**config.mk**
```make
export PLATFORM = sky130hd
export DESIGN_NAME = lsu_mem_port
export DESIGN_NICKNAME = d
export VERILOG_FILES = /design/src/rtl/lsu_pkg.sv /design/src/rtl/lsu_addr_check.sv /design/src/rtl/lsu_mem_port.sv
export SDC_FILE = /design/constraint.sdc
export NUM_CORES = 1
export LEC_CHECK = 0
export ABC_AREA = 0
export BUFFER_PORTS_ARGS = -buffer_cell sky130_fd_sc_hd__buf_2
export CORE_MARGIN = 10
export CORE_UTILIZATION = 48
export CTS_BUF_LIST = sky130_fd_sc_hd__clkbuf_2 sky130_fd_sc_hd__clkbuf_4 sky130_fd_sc_hd__clkbuf_8
export CTS_CLUSTER_DIAMETER = 40
export DETAILED_ROUTE_END_ITERATION = 6
export HOLD_SLACK_MARGIN = 0.02
export PLACE_DENSITY = 0.85
export SYNTH_ARGS = -nofsm -noshare
export SYNTH_HDL_FRONTEND = slang
export SYNTH_SLANG_ARGS = --single-unit
```
**constraint.sdc**
```tcl
create_clock -name clk -period 2.8 [get_ports clk]
set_clock_uncertainty 0.05 [all_clocks]
set_input_delay 0.56 -clock clk [delete_from_list [all_inputs] [get_ports clk]]
set_output_delay 0.56 -clock clk [all_outputs]
set_load 0.05 [all_outputs]
```
**src/rtl/lsu_pkg.sv**
```systemverilog
// Shared encodings and lane helpers for the load/store memory port.
package lsu_pkg;

  localparam logic [2:0] LSU_W  = 3'd0;
  localparam logic [2:0] LSU_H  = 3'd1;
  localparam logic [2:0] LSU_B  = 3'd2;
  localparam logic [2:0] LSU_HU = 3'd3;
  localparam logic [2:0] LSU_BU = 3'd4;

  localparam logic [4:0] EXC_ADEL = 5'd4;
  localparam logic [4:0] EXC_ADES = 5'd5;

  localparam logic [31:0] TC_COUNT_OFF = 32'd8;

  typedef enum logic [1:0] {
    ST_IDLE = 2'd0,
    ST_BUS  = 2'd1,
    ST_DONE = 2'd2,
    ST_EXC  = 2'd3
  } lsu_state_t;

  function automatic logic [3:0] lsu_byteen(input logic [2:0] align, input logic [1:0] off);
    case (align)
      LSU_H, LSU_HU: return off[1] ? 4'b1100 : 4'b0011;
      LSU_B, LSU_BU: return 4'b0001 << off;
      default:       return 4'b1111;
    endcase
  endfunction

  function automatic logic [31:0] lsu_lane_wdata(input logic [2:0] align, input logic [1:0] off,
                                                 input logic [31:0] wdata);
    case (align)
      LSU_H, LSU_HU: return off[1] ? {wdata[15:0], 16'h0000} : {16'h0000, wdata[15:0]};
      LSU_B, LSU_BU: return {24'h0, wdata[7:0]} << {off, 3'b000};
      default:       return wdata;
    endcase
  endfunction

  function automatic logic [31:0] lsu_extend(input logic [2:0] align, input logic [1:0] off,
                                             input logic [31:0] word);
    logic [15:0] h;
    logic [7:0]  b;
    h = off[1] ? word[31:16] : word[15:0];
    b = word[{off, 3'b000} +: 8];
    case (align)
      LSU_H:   return {{16{h[15]}}, h};
      LSU_HU:  return {16'h0000, h};
      LSU_B:   return {{24{b[7]}}, b};
      LSU_BU:  return {24'h0, b};
      default: return word;
    endcase
  endfunction

endpackage

```
**src/rtl/lsu_addr_check.sv**
```systemverilog
// Combinational alignment and address-map check for one access.
// Any violated rule raises exc; the code only distinguishes loads from stores.
module lsu_addr_check
  import lsu_pkg::*;
#(
  parameter logic [31:0] DM_END  = 32'h0000_2fff,
  parameter logic [31:0] TC_BASE = 32'h0000_7f00,
  parameter int          NUM_TC  = 2,
  parameter logic [31:0] PR_BASE = 32'h0000_7f20
) (
  input  logic [31:0] addr,
  input  logic [2:0]  align,
  input  logic        we,
  input  logic        ov,
  output logic        exc,
  output logic [4:0]  code
);

  logic misaligned;
  logic in_ram;
  logic in_pr;
  logic in_tc;
  logic tc_count;
  logic upper_narrow;

  always_comb begin
    misaligned = 1'b0;
    case (align)
      LSU_W:         misaligned = (addr[1:0] != 2'b00);
      LSU_H, LSU_HU: misaligned = addr[0];
      LSU_B, LSU_BU: misaligned = 1'b0;
      default:       misaligned = 1'b1;
    endcase
  end

  assign in_ram = (addr <= DM_END);
  assign in_pr  = (addr >= PR_BASE) && (addr <= PR_BASE + 32'd3);

  // An address below a timer base wraps to a huge offset, so one unsigned compare bounds both sides.
  always_comb begin
    in_tc    = 1'b0;
    tc_count = 1'b0;
    for (int i = 0; i < NUM_TC; i++) begin
      if ((addr - TC_BASE - 32'(16 * i)) < 32'd12) begin
        in_tc = 1'b1;
        if (we && ((addr - TC_BASE - 32'(16 * i)) >= TC_COUNT_OFF)) tc_count = 1'b1;
      end
    end
  end

  assign upper_narrow = (addr >= TC_BASE) && (align != LSU_W);

  assign exc  = misaligned | ~(in_ram | in_tc | in_pr) | ov | upper_narrow | tc_count;
  assign code = we ? EXC_ADES : EXC_ADEL;

endmodule

```
**src/rtl/lsu_mem_port.sv**
```systemverilog
// Multi-cycle load/store port: bus signals appear the cycle after accept, response one cycle after ack/exception.
// Back-pressure: req_ready only in IDLE, busy stalls the pipeline otherwise.
module lsu_mem_port
  import lsu_pkg::*;
#(
  parameter logic [31:0] DM_END  = 32'h0000_2fff,
  parameter logic [31:0] TC_BASE = 32'h0000_7f00,
  parameter int          NUM_TC  = 2,
  parameter logic [31:0] PR_BASE = 32'h0000_7f20,
  parameter int          TIMEOUT = 16
) (
  input  logic        clk,
  input  logic        reset_n,
  input  logic        req_valid,
  output logic        req_ready,
  input  logic        req_we,
  input  logic [2:0]  req_align,
  input  logic [31:0] req_addr,
  input  logic [31:0] req_wdata,
  input  logic        req_ov,
  input  logic        flush,
  output logic        resp_valid,
  output logic [31:0] resp_rdata,
  output logic        resp_exc,
  output logic [4:0]  resp_exc_code,
  output logic        busy,
  output logic [31:0] m_data_addr,
  output logic [31:0] m_data_wdata,
  output logic [3:0]  m_data_byteen,
  output logic        m_data_rd,
  input  logic        m_data_ack,
  input  logic [31:0] m_data_rdata
);

  localparam int CW = $clog2(TIMEOUT);

  lsu_state_t    state, state_nxt;
  logic [CW-1:0] wait_cnt;
  logic [31:0]   rdata_q;
  logic [2:0]    align_q;
  logic          we_q;
  logic          cancel_q;
  logic [4:0]    code_q;
  logic          chk_exc;
  logic [4:0]    chk_code;
  logic          accept;
  logic          timeout;
  logic          resp_fire;

  lsu_addr_check #(
    .DM_END (DM_END),
    .TC_BASE(TC_BASE),
    .NUM_TC (NUM_TC),
    .PR_BASE(PR_BASE)
  ) u_check (
    .addr (req_addr),
    .align(req_align),
    .we   (req_we),
    .ov   (req_ov),
    .exc  (chk_exc),
    .code (chk_code)
  );

  assign accept  = (state == ST_IDLE) && req_valid && !flush;
  assign timeout = (wait_cnt == CW'(TIMEOUT - 1));

  always_comb begin
    state_nxt = state;
    case (state)
      ST_IDLE: if (accept) state_nxt = chk_exc ? ST_EXC : ST_BUS;
      ST_BUS: begin
        // ack takes priority over a timeout expiring in the same cycle
        if (m_data_ack)   state_nxt = ST_DONE;
        else if (timeout) state_nxt = ST_EXC;
      end
      default: state_nxt = ST_IDLE;
    endcase
  end

  always_ff @(posedge clk or negedge reset_n) begin
    if (!reset_n) begin
      state         <= ST_IDLE;
      wait_cnt      <= '0;
      rdata_q       <= '0;
      align_q       <= LSU_W;
      we_q          <= 1'b0;
      cancel_q      <= 1'b0;
      code_q        <= '0;
      m_data_addr   <= '0;
      m_data_wdata  <= '0;
      m_data_byteen <= '0;
      m_data_rd     <= 1'b0;
    end else begin
      state <= state_nxt;
      case (state)
        ST_IDLE: begin
          if (accept) begin
            cancel_q <= 1'b0;
            we_q     <= req_we;
            align_q  <= req_align;
            code_q   <= chk_code;
            wait_cnt <= '0;
            if (!chk_exc) begin
              m_data_addr   <= req_addr;
              m_data_rd     <= !req_we;
              m_data_byteen <= req_we ? lsu_byteen(req_align, req_addr[1:0]) : 4'b0000;
              m_data_wdata  <= req_we ? lsu_lane_wdata(req_align, req_addr[1:0], req_wdata) : '0;
            end
          end
        end
        ST_BUS: begin
          // A flush only cancels the response; the bus strobes stay up until the access ends.
          if (flush) cancel_q <= 1'b1;
          if (m_data_ack || timeout) begin
            m_data_rd     <= 1'b0;
            m_data_byteen <= 4'b0000;
            if (m_data_ack) rdata_q <= m_data_rdata;
          end else begin
            wait_cnt <= wait_cnt + 1'b1;
          end
        end
        default: ;
      endcase
    end
  end

  assign resp_fire     = ((state == ST_DONE) || (state == ST_EXC)) && !cancel_q && !flush;
  assign resp_valid    = resp_fire;
  assign resp_exc      = resp_fire && (state == ST_EXC);
  assign resp_exc_code = resp_exc ? code_q : 5'd0;
  assign resp_rdata    = (resp_fire && (state == ST_DONE) && !we_q)
                       ? lsu_extend(align_q, m_data_addr[1:0], rdata_q) : 32'd0;

  assign req_ready = (state == ST_IDLE);
  assign busy      = (state != ST_IDLE);

endmodule

```
; After elaboration in Yosys (flattened, before gate mapping)
; Cells that the tools add are included.
[totals]
reg_bits = 117
input_bits = 106
output_inout_bits = 110
elab_cells = 120
[classes]
n_addsub = 3
magnitude_cmp = 8
eq_ne = 18
shifts = 3
mux = 37
bitwise_logic = 8
n_reduce_logical = 32
[ops]
columns = cell, count
row1 = 32-bit case mux with 4 select lines, 1
row2 = 32-bit two-way mux, 3
row3 = 32-bit by 15-bit >= comparator with 1-bit output (second input constant), 2
row4 = 32-bit by 4-bit >= comparator with 1-bit output (second input constant), 2
row5 = 32-bit by 4-bit < comparator with 1-bit output (second input constant), 2
row6 = 32-bit case mux with 2 select lines, 1
row7 = 32-bit by 14-bit less-or-equal comparator with 1-bit output (second input constant), 1
row8 = 32-bit by 15-bit less-or-equal comparator with 1-bit output (second input constant), 1
row9 = 32-bit by 6-bit indexed part select with 8-bit output, 1
row10 = 8-bit by 5-bit left shift with 32-bit output, 1
row11 = 32-bit by 15-bit subtractor with 32-bit output (second input constant), 1
row12 = 32-bit by 5-bit subtractor with 32-bit output (second input constant), 1
row13 = 4-bit two-way mux, 7
row14 = 4-bit case mux with 2 select lines, 3
row15 = 16-bit two-way mux, 1
row16 = 3-bit by 2-bit equality test with 1-bit output (second input constant), 4
row17 = 1-bit two-way mux, 12
row18 = 3-bit AND reduction, 4
row19 = 1-bit logical AND, 11
row20 = 2-bit two-way mux, 4
row21 = 2-bit inequality test (second input constant), 4
row22 = 3-bit by 1-bit equality test with 1-bit output (second input constant), 2
row23 = 3-bit equality test (second input constant), 2
row24 = 1-bit OR, 6
row25 = other kinds (21), 32

; Longest topological paths before layout
[depth]
word_depth = 14
ltp_mapped = 15
mapped_depth_nobuf = 13

; Cells and area by module
; Synthesis repeated with hierarchy kept, for this count alone.
[unflattened]
cells_unflattened = 797
hier_area_um2 = 7280.7
[modules_own_cells]
columns = module, n_inst, cells_per_inst, area_each_um2, seq_area_each_um2
row1 = lsu_mem_port, 1, 582, 5879.4, 2927.8
row2 = lsu_addr_check, 1, 215, 1401.3, 0.0

; Worst setup path before layout
; Ideal clock, no wire load.
[synth_timing]
path_type = in2out
startpoint = input flush
endpoint = output resp_rdata[21]
t_arrival_ns = 3.605
required_time_ns = 2.190
path_slack_ns = -1.415
path_stages = 5
path_buffers = 1
cell_sequence = nor3_1 -> nand2_1 -> a211oi_1 -> clkbuf_1 -> o21a_1
[synth_via]
elab_chain_cells = 5
[synth_rtl]
columns = element, line_no
row1 = from (decl), lsu_mem_port.sv:21  ; input logic flush,
row2 = 1-bit logical NOT, lsu_mem_port.sv:127  ; assign resp_fire = ((state == ST_DONE) || (state == ST_EXC)) && !cancel_q && !flush;
row3 = 1-bit logical AND, lsu_mem_port.sv:127
row4 = 1-bit logical AND (2 in series), lsu_mem_port.sv:131  ; assign resp_rdata = (resp_fire && (state == ST_DONE) && !we_q)
row5 = 32-bit two-way mux, lsu_mem_port.sv:132  ; ? lsu_extend(align_q, m_data_addr[1:0], rdata_q) : 32'd0;
row6 = to (decl), lsu_mem_port.sv:23  ; output logic [31:0] resp_rdata,
; No other way between the ends.

; Worst setup path in the final report
[layout_timing]
startpoint = input req_addr[15]
endpoint = register m_data_addr[5]
[layout_via]
elab_chain_cells = 13
word_cells_on_any_way = 29
classes_between = add/sub: 2 / order compare: 8 / mux: 6 / bitwise: 8 / reduce/logical: 5
[layout_rtl]
columns = element, line_no
row1 = from (decl), lsu_mem_port.sv:18  ; input logic [31:0] req_addr,
row2 = 32-bit by 15-bit subtractor with 32-bit output, "lsu_addr_check.sv:44, lsu_addr_check.sv:46"
row3 = 32-bit by 5-bit subtractor with 32-bit output or 32-bit by 4-bit < comparator with 1-bit output (tied branches), "lsu_addr_check.sv:44, lsu_addr_check.sv:46"
row4 = 32-bit by 4-bit < comparator with 1-bit output or 1-bit two-way mux (tied branches), lsu_addr_check.sv:44  ; if ((addr - TC_BASE - 32'(16 * i)) < 32'd12) begin
row5 = 1-bit two-way mux, lsu_addr_check.sv:44
row6 = 1-bit OR (2 in series), lsu_addr_check.sv:53  ; assign exc = misaligned | ~(in_ram | in_tc | in_pr) | ov | upper_narrow | tc_count;
row7 = 1-bit NOT, lsu_addr_check.sv:53
row8 = 1-bit OR (3 in series), lsu_addr_check.sv:53
row9 = 1-bit OR *, lsu_addr_check.sv:53
row10 = 1-bit NOT (no source line) *, --
row11 = 3-bit AND reduction (no source line) *, --
row12 = to (signal assigned), lsu_mem_port.sv:104  ; m_data_addr <= req_addr;
row13 = to (decl), lsu_mem_port.sv:27  ; output logic [31:0] m_data_addr,
; Mark *: on every way between the ends. The rest lies on a longest branch, timed or not.
; A chain may end at the register's enable or synchronous reset.

==> out/qor.csv <==
metric,value,unit
max_freq,0.274,GHz
status,"complete, but fails checks",
setup_viol,98,
synthAdderAreaFrac,1.29,%
max-slew-margin-rel,49.8,%
final.setup.worst_slack,-854,ps
initialDrtViolationCount,623,
cts_buffers,17,
grt_pass1_vias,7550,
ant_nets,0,
vias,7138,
maxUsedRoutingLayer,met5,
synth-seq-cells,113,
clk_pin_slew_worst_paths,80,ps
start_kind,input pin,
area_growth,56.6,%
hpwl,18.0,mm
vias_per_cell,5.87,
nNetsFinal,1135,
die-width,139,um
met2WireLength,12.8,mm
insertion_delay,440,ps
synth.avg_cell_area,9.97,um^2
grt_max_degree,55,
route.detailed.drc,0,
final_util,76.7,%
hold_viol_final,0,
peakVddDrop,0.425,mV
yosysTopAreaCellShare,41.8,%
yosysTopAreaCell,dfrtp_1,
io_pins,216,
synth_sequential_area_ratio,41.8,%
tightest_slew,750,ps
worstHoldPathType,in2reg,
violations,setup timing,
maxCapViolCount,0,
worstPathArrival,3940,ps
die_h,139,um
p_leak,5.08,nW
drv_slew,0,
ys_types,73,
period_minus_slack,3650,ps
place.gp.congestion,0.925,
clockBufferDepth,2,
finalCritPeriodShare,131,%
ys_warn_count,0,
drt-wirelength-per-cell,21.5,um
slowest_delay,440,ps
nFillCells,891,
coreArea,0.0138,mm^2
synth-async-reset-ratio,100,%
synthFlopType,dfrtp_1,
synth_xor_area_share,2.59,%
cp_cell_sequence,buf_6 > or3_4 > a2111o_1 > xnor2_2 > or3_1 > or4_4 > or3_4 > a2bb2oi_4 > nand4_4 > mux2i_4 > nand3_4 > buf_12 > mux2_2,
wl_met1,10.3,mm
drt_wl_total,26.1,mm
p_total,6.65,mW
cts_tree,yes,
path_common_cell,or3_4,
path_buf_inv,2,
cts_sinks,113,
grt_setup_unrepaired,true,
path_max_fanout,10,
dr.pass1.iters,7,
num_rows,43,
cpMaxStageDelayCell,or4_4,
critPathTopFamily,simple AND/OR/NAND/NOR gates,
yosys.area_share.simple,16.4,%
syn-instance-count,679,
grt_pass1_wl,39.6,mm
powerDensity,627,mW/mm^2
track_usage,24.8,%
dieArea,0.0193,mm^2
root_buffer,clkbuf_8,
required,3090,ps
yosys-top-cells-area,"dfrtp_1 42%, mux2_2 8.0%, o2bb2ai_1 3.2%",
grt.overflow.total,0,
dp.cells,1158,
wl_met3,2.22,mm
cts_max_level,4,
synth_edf_count,0,
end_kind,register,
start_util,49.0,%
fin_cells,1217,
synthMuxAreaShare,13.1,%
crit_type,in2reg,
syn_area,0.00677,mm^2
antenna_found_initial,2,
synth_top_family_by_area,compound AO/OA/AOI/OAI gates,
io_buffers,212,
synth_compound_area_share,20.6,%
drive_gt1_share,55.7,%
worst reg2reg max path, delay by kind of cell, from the launching register on:
family | cells | cell delay [ps]
AO/OA/AOI/OAI | 3 | 650
buffers and inverters | 3 | 610
flip-flops | 1 | 410
multiplexers | 1 | 290
AND/OR/NAND/NOR | 3 | 330
report_power, final:
part,internal [mW],switching (mW)
Clock,0.978,0.754
Combinational,1.06,1.47
Sequential,1.94,0.440
metal layers:
metal / GRT usage [%] / vias to the layer above
li1: - / 3224
met3: 7.23 / 72
met1: 30.0 / 3441
met4: 10.3 / 2
met2: 40.4 / 399
met5: 0 / -
layout make-up:
class                   instances  area [um^2]  area share (%)
multi-input cells             506         4370            41.2
diodes                          2         5.00          0.0472
inverters                      22         82.6           0.778
clock inverters                15          208            1.96
clock buffers                  17          234            2.21
flip-flops and latches        113         2830            26.7
well taps                     180          225            2.12
repair buffers                362         2650            25.0
cells in the final DEF, fill, tap and decap left out, drive strengths merged, types with 9 or more instances in the layout:
cell and n:
nand3 12, nor2 51, xor2 12, inv 25, clkbuf 21, a21oi 39, and2 23, o21a 19
o21ai 35, a22oi 18, nor3 15, dfrtp 113, o2bb2ai 25, or2 10, nand2 36, buf 357
mux2 57, mux2i 20, nand4 9
worst paths after layout:
check	slack [ps]	depth (start not counted)	startpoint	to
worst max-delay path	-850	13	req_addr[15]	m_data_addr[5]$_DFFE_PN0P_
worst min register to register	430	1	code_q[2]$_DFFE_PN0P_	code_q[2]$_DFFE_PN0P_
worst max register to register	330	10	state[1]$_DFFE_PN0P_	m_data_byteen[2]$_DFFE_PN0P_
worst min-delay path	290	2	m_data_rdata[15]	rdata_q[15]$_DFFE_PN0P_
max in group asynchronous	1410	3	reset_n	rdata_q[21]$_DFFE_PN0P_
min in group asynchronous	530	2	reset_n	rdata_q[20]$_DFFE_PN0P_
cell usage after synthesis, types with 11 or more instances:
cell / number
nand3_1: 11
o2bb2ai_1: 25
xor2_1: 12
nand2_1: 35
nor2_1: 50
and2_1: 22
mux2i_1: 19
o21ai_0: 33
o21a_1: 19
a22oi_1: 17
inv_1: 22
dfrtp_1: 113
nor3_1: 14
a21oi_1: 39
clkbuf_1: 24
mux2_2: 48
cell families (layout without fill, tap and decap cells):
group                      Yosys count  in the layout
and+or+nand+nor                    205            205
AOI/OAI and AO/OA                  194            194
DFF                                113            113
muxes                               77             77
buffers and inverters               62            416
xor gates and xnor gates            20             20
adders and majority gates            7              7
other                                1              5
through the flow:
stage	setup WS, ps	hold WS, ps	area [um^2]	TNS, ps
6_report	-854	294	10600	-58240
5_1_grt	-906	278	10600	-64970
4_1_cts	-808	276	10100	-50820
3_5_place_dp	-1330	407	9190	-85600
3_3_place_gp	-1220	397	9190	-80630
2_1_floorplan	-1210	214	7130	-79700
what timing repair did:
| action | CTS | global route |
|---|---|---|
| hold buffers | 1 | 0 |
| hold endpoints to repair | 24 | 0 |
| endpoints found under the setup margin | 100 | 102 |
| pin swaps | 21 | 35 |
| resized for setup | 110 | 84 |
| cloned | 1 | 5 |
| buffers inserted | 14 | 6 |
sequential cells by signal (all words and copies together), names as in the netlist:
register	count
cancel_q	1
m_data_wdata	32
state	2
m_data_addr	32
wait_cnt	4
m_data_rd	1
rdata_q	32
m_data_byteen	4
code_q	2
align_q	3
Power figures use the tool's default switching activity.
